### src/rtl/xilinx_board_status_ctrl.sv
// rtl/xilinx_board_status_ctrl.sv - board reset sync, heartbeat LED and SoC exit-status display
module xilinx_board_status_ctrl #(
    parameter int CLK_LED_COUNT_LENGTH = 27,
    parameter int RST_SYNC_STAGES      = 2,
    parameter int NUM_LEDS             = 4,
    parameter int FAIL_BLINK_SHIFT     = 22,
    parameter int CODE_BITS            = 4
) (
    input  logic                clk_gen,
    input  logic                rst_n,
    input  logic                exit_valid_i,
    input  logic [31:0]         exit_value_i,
    input  logic                clear_i,
    output logic                rst_sync_no,
    output logic                rst_led_o,
    output logic                clk_led_o,
    output logic [NUM_LEDS-1:0] status_led_o,
    output logic [31:0]         exit_latched_o,
    output logic [1:0]          state_o
);

    typedef enum logic [1:0] {
        S_RUN  = 2'd0,
        S_PASS = 2'd1,
        S_FAIL = 2'd2
    } state_t;

    typedef enum logic [1:0] {
        PH_IDLE = 2'd0,
        PH_ON   = 2'd1,
        PH_OFF  = 2'd2,
        PH_GAP  = 2'd3
    } phase_t;

    localparam logic [NUM_LEDS-1:0] LED_FAIL_BASE = {1'b1, {(NUM_LEDS-1){1'b0}}};
    localparam logic [CODE_BITS:0]  CODE_WRAP     = {1'b1, {CODE_BITS{1'b0}}};
    localparam logic [1:0]          GAP_LAST      = 2'd3;

    logic [RST_SYNC_STAGES-1:0]      rst_sync;
    logic [CLK_LED_COUNT_LENGTH-1:0] cnt;
    logic                            valid_q;
    logic                            tick;
    logic                            exit_edge;
    logic [CODE_BITS:0]              code_count;
    state_t                          state;
    phase_t                          phase;
    logic [CODE_BITS:0]              pulse_cnt;
    logic [1:0]                      gap_cnt;

    // Async assert, sync deassert; everything downstream is reset from rst_sync_no.
    always_ff @(posedge clk_gen or negedge rst_n) begin
        if (!rst_n) begin
            rst_sync <= '0;
        end else begin
            rst_sync <= {rst_sync[RST_SYNC_STAGES-2:0], 1'b1};
        end
    end

    assign rst_sync_no = rst_sync[RST_SYNC_STAGES-1];
    assign rst_led_o   = rst_sync_no;

    always_ff @(posedge clk_gen or negedge rst_sync_no) begin
        if (!rst_sync_no) begin
            cnt     <= '0;
            valid_q <= 1'b0;
        end else begin
            cnt     <= cnt + 1'b1;
            valid_q <= exit_valid_i;
        end
    end

    assign clk_led_o = cnt[CLK_LED_COUNT_LENGTH-1];
    assign tick      = (cnt[FAIL_BLINK_SHIFT-1:0] == {FAIL_BLINK_SHIFT{1'b1}});
    assign exit_edge = exit_valid_i & ~valid_q;

    // A zero code would be invisible, so it is shown as the full 2**CODE_BITS pulses.
    assign code_count = (exit_latched_o[CODE_BITS-1:0] == '0) ? CODE_WRAP
                                                              : {1'b0, exit_latched_o[CODE_BITS-1:0]};

    assign state_o = state;

    always_ff @(posedge clk_gen or negedge rst_sync_no) begin
        if (!rst_sync_no) begin
            state          <= S_RUN;
            phase          <= PH_IDLE;
            pulse_cnt      <= '0;
            gap_cnt        <= '0;
            exit_latched_o <= '0;
            status_led_o   <= '0;
        end else begin
            case (state)
                S_RUN: begin
                    if (exit_edge) begin
                        exit_latched_o <= exit_value_i;
                        phase          <= PH_IDLE;
                        pulse_cnt      <= '0;
                        gap_cnt        <= '0;
                        if (exit_value_i == 32'd0) begin
                            state        <= S_PASS;
                            status_led_o <= '1;
                        end else begin
                            state        <= S_FAIL;
                            status_led_o <= LED_FAIL_BASE;
                        end
                    end
                end
                S_PASS: begin
                    if (clear_i) begin
                        state          <= S_RUN;
                        exit_latched_o <= '0;
                        status_led_o   <= '0;
                    end
                end
                S_FAIL: begin
                    if (clear_i) begin
                        state          <= S_RUN;
                        exit_latched_o <= '0;
                        status_led_o   <= '0;
                        phase          <= PH_IDLE;
                        pulse_cnt      <= '0;
                        gap_cnt        <= '0;
                    end else if (tick) begin
                        // Each tick closes one slot: ON/OFF pairs, then the GAP slots.
                        case (phase)
                            PH_IDLE: begin
                                phase           <= PH_ON;
                                pulse_cnt       <= {{CODE_BITS{1'b0}}, 1'b1};
                                status_led_o[0] <= 1'b1;
                            end
                            PH_ON: begin
                                phase           <= PH_OFF;
                                status_led_o[0] <= 1'b0;
                            end
                            PH_OFF: begin
                                if (pulse_cnt == code_count) begin
                                    phase   <= PH_GAP;
                                    gap_cnt <= '0;
                                end else begin
                                    phase           <= PH_ON;
                                    pulse_cnt       <= pulse_cnt + 1'b1;
                                    status_led_o[0] <= 1'b1;
                                end
                            end
                            PH_GAP: begin
                                if (gap_cnt == GAP_LAST) begin
                                    phase           <= PH_ON;
                                    pulse_cnt       <= {{CODE_BITS{1'b0}}, 1'b1};
                                    gap_cnt         <= '0;
                                    status_led_o[0] <= 1'b1;
                                end else begin
                                    gap_cnt <= gap_cnt + 1'b1;
                                end
                            end
                            default: phase <= PH_IDLE;
                        endcase
                    end
                end
                default: begin
                    state        <= S_RUN;
                    status_led_o <= '0;
                end
            endcase
        end
    end

endmodule
### config.mk
export PLATFORM = sky130hd
export DESIGN_NAME = xilinx_board_status_ctrl
export DESIGN_NICKNAME = d
export VERILOG_FILES = /design/src/rtl/xilinx_board_status_ctrl.sv
export SDC_FILE = /design/constraint.sdc
export NUM_CORES = 1
export LEC_CHECK = 0
export BUFFER_PORTS_ARGS = -buffer_cell sky130_fd_sc_hd__buf_2
export CORE_AREA = 2 2 97 81
export DETAILED_ROUTE_END_ITERATION = 12
export DIE_AREA = 0 0 99 83
export PLACE_DENSITY = 0.75
export SKIP_LAST_GASP = 1
export SLEW_MARGIN = 20
export SYNTH_ARGS = -nofsm -noshare
export SYNTH_HDL_FRONTEND = slang
export SYNTH_SLANG_ARGS = --single-unit
### constraint.sdc
create_clock -name clk_gen -period 2.4 [get_ports clk_gen]
set_input_delay 0.24 -clock clk_gen [delete_from_list [all_inputs] [get_ports clk_gen]]
set_output_delay 0.24 -clock clk_gen [all_outputs]
set_load 0.1 [all_outputs]
* After elaboration in Yosys (flattened, before gate mapping)
Cells that the tools add are included.
Word-level totals: bits in registers 77, bits in latches 0, RAM bits 0, memory bits (read-only) 0, logic and storage cells 85, memories 0
Cells by class: $add $sub $neg 3, $mul 0, div/mod/pow operators 0, magnitude comparators 0, equal/unequal tests 18, shifts and indexed selects 0, muxes and demuxes 38, bitwise logic cells 2, reduce and logical (&&, ||, !) cells 14
Operators by type and width (count):
- two-way mux 32 bit | 2
- case mux 32 bit (2 select lines) | 1
- logical NOT 32 bit | 1
- two-way mux 5 bit | 6
- adder 27 x 1 -> 27 bit (second input constant) | 1
- two-way mux 2 bit | 12
- == test 22 bit (second input constant) | 1
- case mux 2 bit (2 select lines) | 4
- case mux 5 bit (3 select lines) | 1
- != test 4 bit (second input constant) | 3
- case mux 4 bit (3 select lines) | 1
- case mux 5 bit (2 select lines) | 1
- AND reduction 5 bit | 2
- == test 2 bit (second input constant) | 4
- two-way mux 4 bit | 2
- case mux 2 bit (4 select lines) | 1
- two-way mux 3 bit | 2
- != test 2 bit (second input constant) | 3
- AND reduction 3 bit | 2
- AND reduction 6 bit | 1
- adder 5 x 1 -> 5 bit (second input constant) | 1
- == test 5 bit | 1
- != test 5 x 3 -> 1 bit (second input constant) | 1
- == test 2 x 1 -> 1 bit (second input constant) | 2
- other kinds (14) | 19

* Longest topological paths before layout
depth after elaboration 8, mapped depth 8, mapped depth without buffers 8

* Worst setup path after synthesis
Ideal clock, no wire load.
kind reg2out, from register rst_sync[1], to output port rst_sync_no, arrival 3.092 ns, data required time 2.160 ns, slack -0.932 ns, stages on the path, launching flop included 2, path buffers 1, cells stage by stage dfrtp_1 > buf_4
RTL lines:
- from (decl) | RTL line 39 | logic [RST_SYNC_STAGES-1:0] rst_sync;
- from (signal assigned) | RTL line 55 | rst_sync <= {rst_sync[RST_SYNC_STAGES-2:0], 1'b1};
- to (decl) | RTL line 14 | output logic rst_sync_no,
No word-level cell between the ends.

* Final worst setup path
from register exit_latched_o[0], to register pulse_cnt[2]
Between the ends: word-level cells in the longest chain between the ends 5
Ends and longest elaborated chain:
- from (decl) | RTL line 18 | output logic [31:0] exit_latched_o,
- from (signal assigned) | RTL line 94 | exit_latched_o <= exit_value_i;
- logical NOT 4 bit | RTL line 77 | assign code_count = (exit_latched_o[CODE_BITS-1:0] == '0) ? CODE_WRAP
- two-way mux 5 bit * | RTL line 77
- == test 5 bit * | RTL line 135 | if (pulse_cnt == code_count) begin
- != test 4 bit (no line) *
- AND reduction 6 bit (no line) *
- to (signal assigned) | RTL line 127 | pulse_cnt <= {{CODE_BITS{1'b0}}, 1'b1};
- to (signal assigned) | RTL line 140 | pulse_cnt <= pulse_cnt + 1'b1;
- to (signal assigned) | RTL line 147 | pulse_cnt <= {{CODE_BITS{1'b0}}, 1'b1};
- to (decl) | RTL line 47 | logic [CODE_BITS:0] pulse_cnt;
Every way passes the cells marked *; elsewhere a longest branch is shown, timed or not. A chain may end at the register's enable or synchronous reset.

==> flow_metrics.env <==
export IMPL_outcome="complete, no violations"
export IMPL_p_clk_share_pct=20.8
export IMPL_crit_fanout=8
export IMPL_worstPathRequired_ps=2670
export IMPL_postCtsSetupRepairBufs=0
export IMPL_leakage_nw=2.155
export IMPL_grt_pass1_vias=2554
export IMPL_combPwrFrac_pct=49.4
export IMPL_ir_worst_vdd_mv=0.8729
export IMPL_synth_top_family_by_area="simple AND/OR/NAND/NOR gates"
export IMPL_setup_viol=0
export IMPL_synth_seq_area_share_pct=54.97
export IMPL_grt_pass1_wl_um=12210
export IMPL_final_period_utilization_pct=93.06
export IMPL_drv_slew=0
export IMPL_synth_area_sq_um=3460
export IMPL_clk_latency_ps=350
export IMPL_post_route_util_pct=59.30
export IMPL_coreArea_sq_um=7182
export IMPL_hp_class="input pin to flop"
export IMPL_place_area_sq_um=3989
export IMPL_synthMuxAreaShare_pct=1.881
export IMPL_cp_end_kind="flop"
export IMPL_finClkSkew_ps=11.43
export IMPL_path_clk_slew_ps=80
export IMPL_max_freq_mhz=447.8
export IMPL_io_pins=77
export IMPL_synth_compound_area_share_pct=13.74
export IMPL_drt_pass1_iter_count=4
export IMPL_antenna_cells=0
export IMPL_cts_root_buf="clkbuf_8"
export IMPL_power_total_mw=5.773
export IMPL_synth_cells=292
export IMPL_wl_um=7363
export IMPL_stdcell_area_sq_um=4259
export IMPL_cts_sinks=76
export IMPL_synth_fp_nets=339
export IMPL_initial_core_util_pct=48.17
export IMPL_gp_congestion=0.8205
export IMPL_cts_buffers=9
export IMPL_die_width_um=99
export IMPL_drive_above_1_share_pct=30.97
export IMPL_synthSimpleGateAreaFrac_pct=14.32
export IMPL_numPortBuffers=76
export IMPL_synth_area_top_cells="dfrtp_1 55%, a22o_1 8.6%, xnor2_1 5.6%, ha_1 4.0%, nand3_1 2.0%"
export IMPL_drtAntennaViolNets=0
export IMPL_cts_tree="yes"
export IMPL_synthArstFlopShare_pct=100.0
export IMPL_drtIter0Drc=92
export IMPL_synth_top_area_share_pct=54.97
export IMPL_synth_area_leader_cell="dfrtp_1"
export IMPL_seqPwrFrac_pct=29.8
export IMPL_ys_ff_latch=76
export IMPL_dp_hpwl_um=5228
export IMPL_synthAdderAreaFrac_pct=3.978
export IMPL_fin_crit_ps=2233
export IMPL_synth_xor_area_share_pct=7.595
export IMPL_fin_nets=423
export IMPL_grt_setup_unrepaired="false"
export IMPL_grt_usage_pct=18.68
export IMPL_dieArea_sq_um=8217
export IMPL_rows=28
export IMPL_path_class="flop to flop"
export IMPL_drc_errors=0
export IMPL_arrival_ps=2500
export IMPL_powerDensity_nw_per_um2=1356
export IMPL_cap_violations=0
export IMPL_max_slew_worst_pin_slew_ps=837.2
export IMPL_vias=2583
export IMPL_overflow=0
export IMPL_yosys_warnings=0
export IMPL_switchingPower_mw=2.944
export IMPL_p_int_mw=2.830
export IMPL_finalSetupTns_ps=0
export IMPL_grt_max_degree=56
export IMPL_htree_levels=3
export IMPL_viasPerCell=5.484
export IMPL_wl_per_cell_um=15.63
export IMPL_fillers=568
export IMPL_clock_path_buffers=2
export IMPL_sw_frac_of_total_pct=50.99
export IMPL_avgSynthCellArea_sq_um=11.85
export IMPL_die_y_um=83
export IMPL_antenna_found_initial=0
export IMPL_synth_top_flop_cell="dfrtp_1"
export IMPL_synth_edf_count=0
export IMPL_cp_start_kind="flop"
export IMPL_hold_violations=0
export IMPL_ys_types=48
export IMPL_syn_to_final_growth_pct=23.11
export IMPL_slew_headroom_pct=43.71
[cells in the final DEF, fill, tap and decap left out, drive strengths merged, types with 2 or more instances in the layout]
cell type / n
buf: 83
dfrtp: 76
a22o: 34
xnor2: 22
nand3: 14
nand2: 14
nor2: 13
inv: 12
clkbuf: 12
ha: 11
nor4: 10
and3: 9
nand4: 9
xor2: 8
o21ai: 8
mux2: 4
nor3: 4
or4: 3
bufinv: 3
nand2b: 2
mux2i: 2
a21boi: 2
and2: 2
o211ai: 2
a21oi: 2
dlygate4sd3: 2
a21o: 2
[power by group through the flow]
stage | Combinational (mW) | Clock, mW | Sequential (mW)
after global placement | 2.82 | 0 | 1.73
after floorplan | 0.659 | 0 | 3.42
after global routing | 2.94 | 1.29 | 1.75
after detailed placement | 2.84 | 0 | 1.74
after CTS | 2.85 | 1.23 | 1.72
final | 2.85 | 1.20 | 1.72
[cell usage after synthesis, types with 3 or more instances]
master and number:
a22o_1 34, buf_4 3, nand2_1 14, nor2_1 13
nor4_1 9, and3_1 9, mux2_2 4, inv_1 12
or4_1 3, clkbuf_1 6, dfrtp_1 76, nor3_1 4
nand3_1 14, nand4_1 7, o21ai_0 6, xor2_1 8
xnor2_1 22, ha_1 11
[registers in the layout, summed over array words and instances, names as in the netlist]
name	count
cnt	27
status_led_o	3
state_o	2
phase	2
valid_q	1
rst_sync	2
gap_cnt	2
pulse_cnt	5
exit_latched_o	32
[logic make-up (layout without fill, tap and decap cells)]
group | count (synthesis) | in the layout
compound gates | 58 | 58
xor+xnor | 30 | 30
fa+ha+maj | 11 | 11
buf+inv | 24 | 113
flops | 76 | 76
mux | 6 | 6
other cells | 1 | 1
simple gates | 86 | 86
[routing by layer]
layer  GRT usage [%]  part of all wire, %  up-vias
li1                -                    -     1222
met2           27.46                   46       59
met4           8.468                  2.2        0
met5               0                    0        -
met3           4.966                  3.9       18
met1           25.93                   47     1284
[worst paths after layout]
kind / from / endpoint / slack, ps / cells past startpoint
max: exit_latched_o[0] / pulse_cnt[2] / 170 / 6
max in group asynchronous: rst_sync[1] / exit_latched_o[0] / 1400 / 1
min reg2reg: rst_sync[1] / exit_latched_o[12] / 280 / 0
min in group asynchronous: rst_n / rst_sync[1] / 180 / 2
max reg2reg: exit_latched_o[0] / pulse_cnt[2] / 170 / 6
min: exit_value_i[28] / exit_latched_o[28] / 120 / 2
[repair_timing]
action / 4_1_cts / 5_1_grt
gates resized for setup: 0 / 0
hold buffers: 2 / 0
endpoints found under the setup margin: 0 / 0
endpoints found under the hold margin: 3 / 0
[layout make-up]
cell class | count | area, sq um | share of cell area [%]
inverters | 12 | 45.04 | 1.058
repair buffers | 85 | 495.5 | 11.63
clock inverters | 4 | 95.09 | 2.233
clock buffers | 12 | 155.1 | 3.643
well taps | 90 | 112.6 | 2.644
multi-input cells | 192 | 1445 | 33.93
flip-flops and latches | 76 | 1911 | 44.86
[per-stage QoR]
step | hold slack (ps) | instances | setup WS [ps]
floorplan | -55.59 | 292 | 129.3
global placement | 25.14 | 453 | 269.2
detailed placement | 27.30 | 453 | 187.6
CTS | 105.8 | 471 | 184.4
global route | 108.2 | 471 | 59.22
finish | 120.2 | 471 | 166.7
[critical path, stage by stage, from the launching register on]
cell	delay [ps]
dfrtp_2	430
nor4_1	340
xnor2_1	130
a32oi_1	320
o31ai_1	260
or4_1	510
o211ai_1	170
Note: power is estimated with default switching activity, not from simulation.
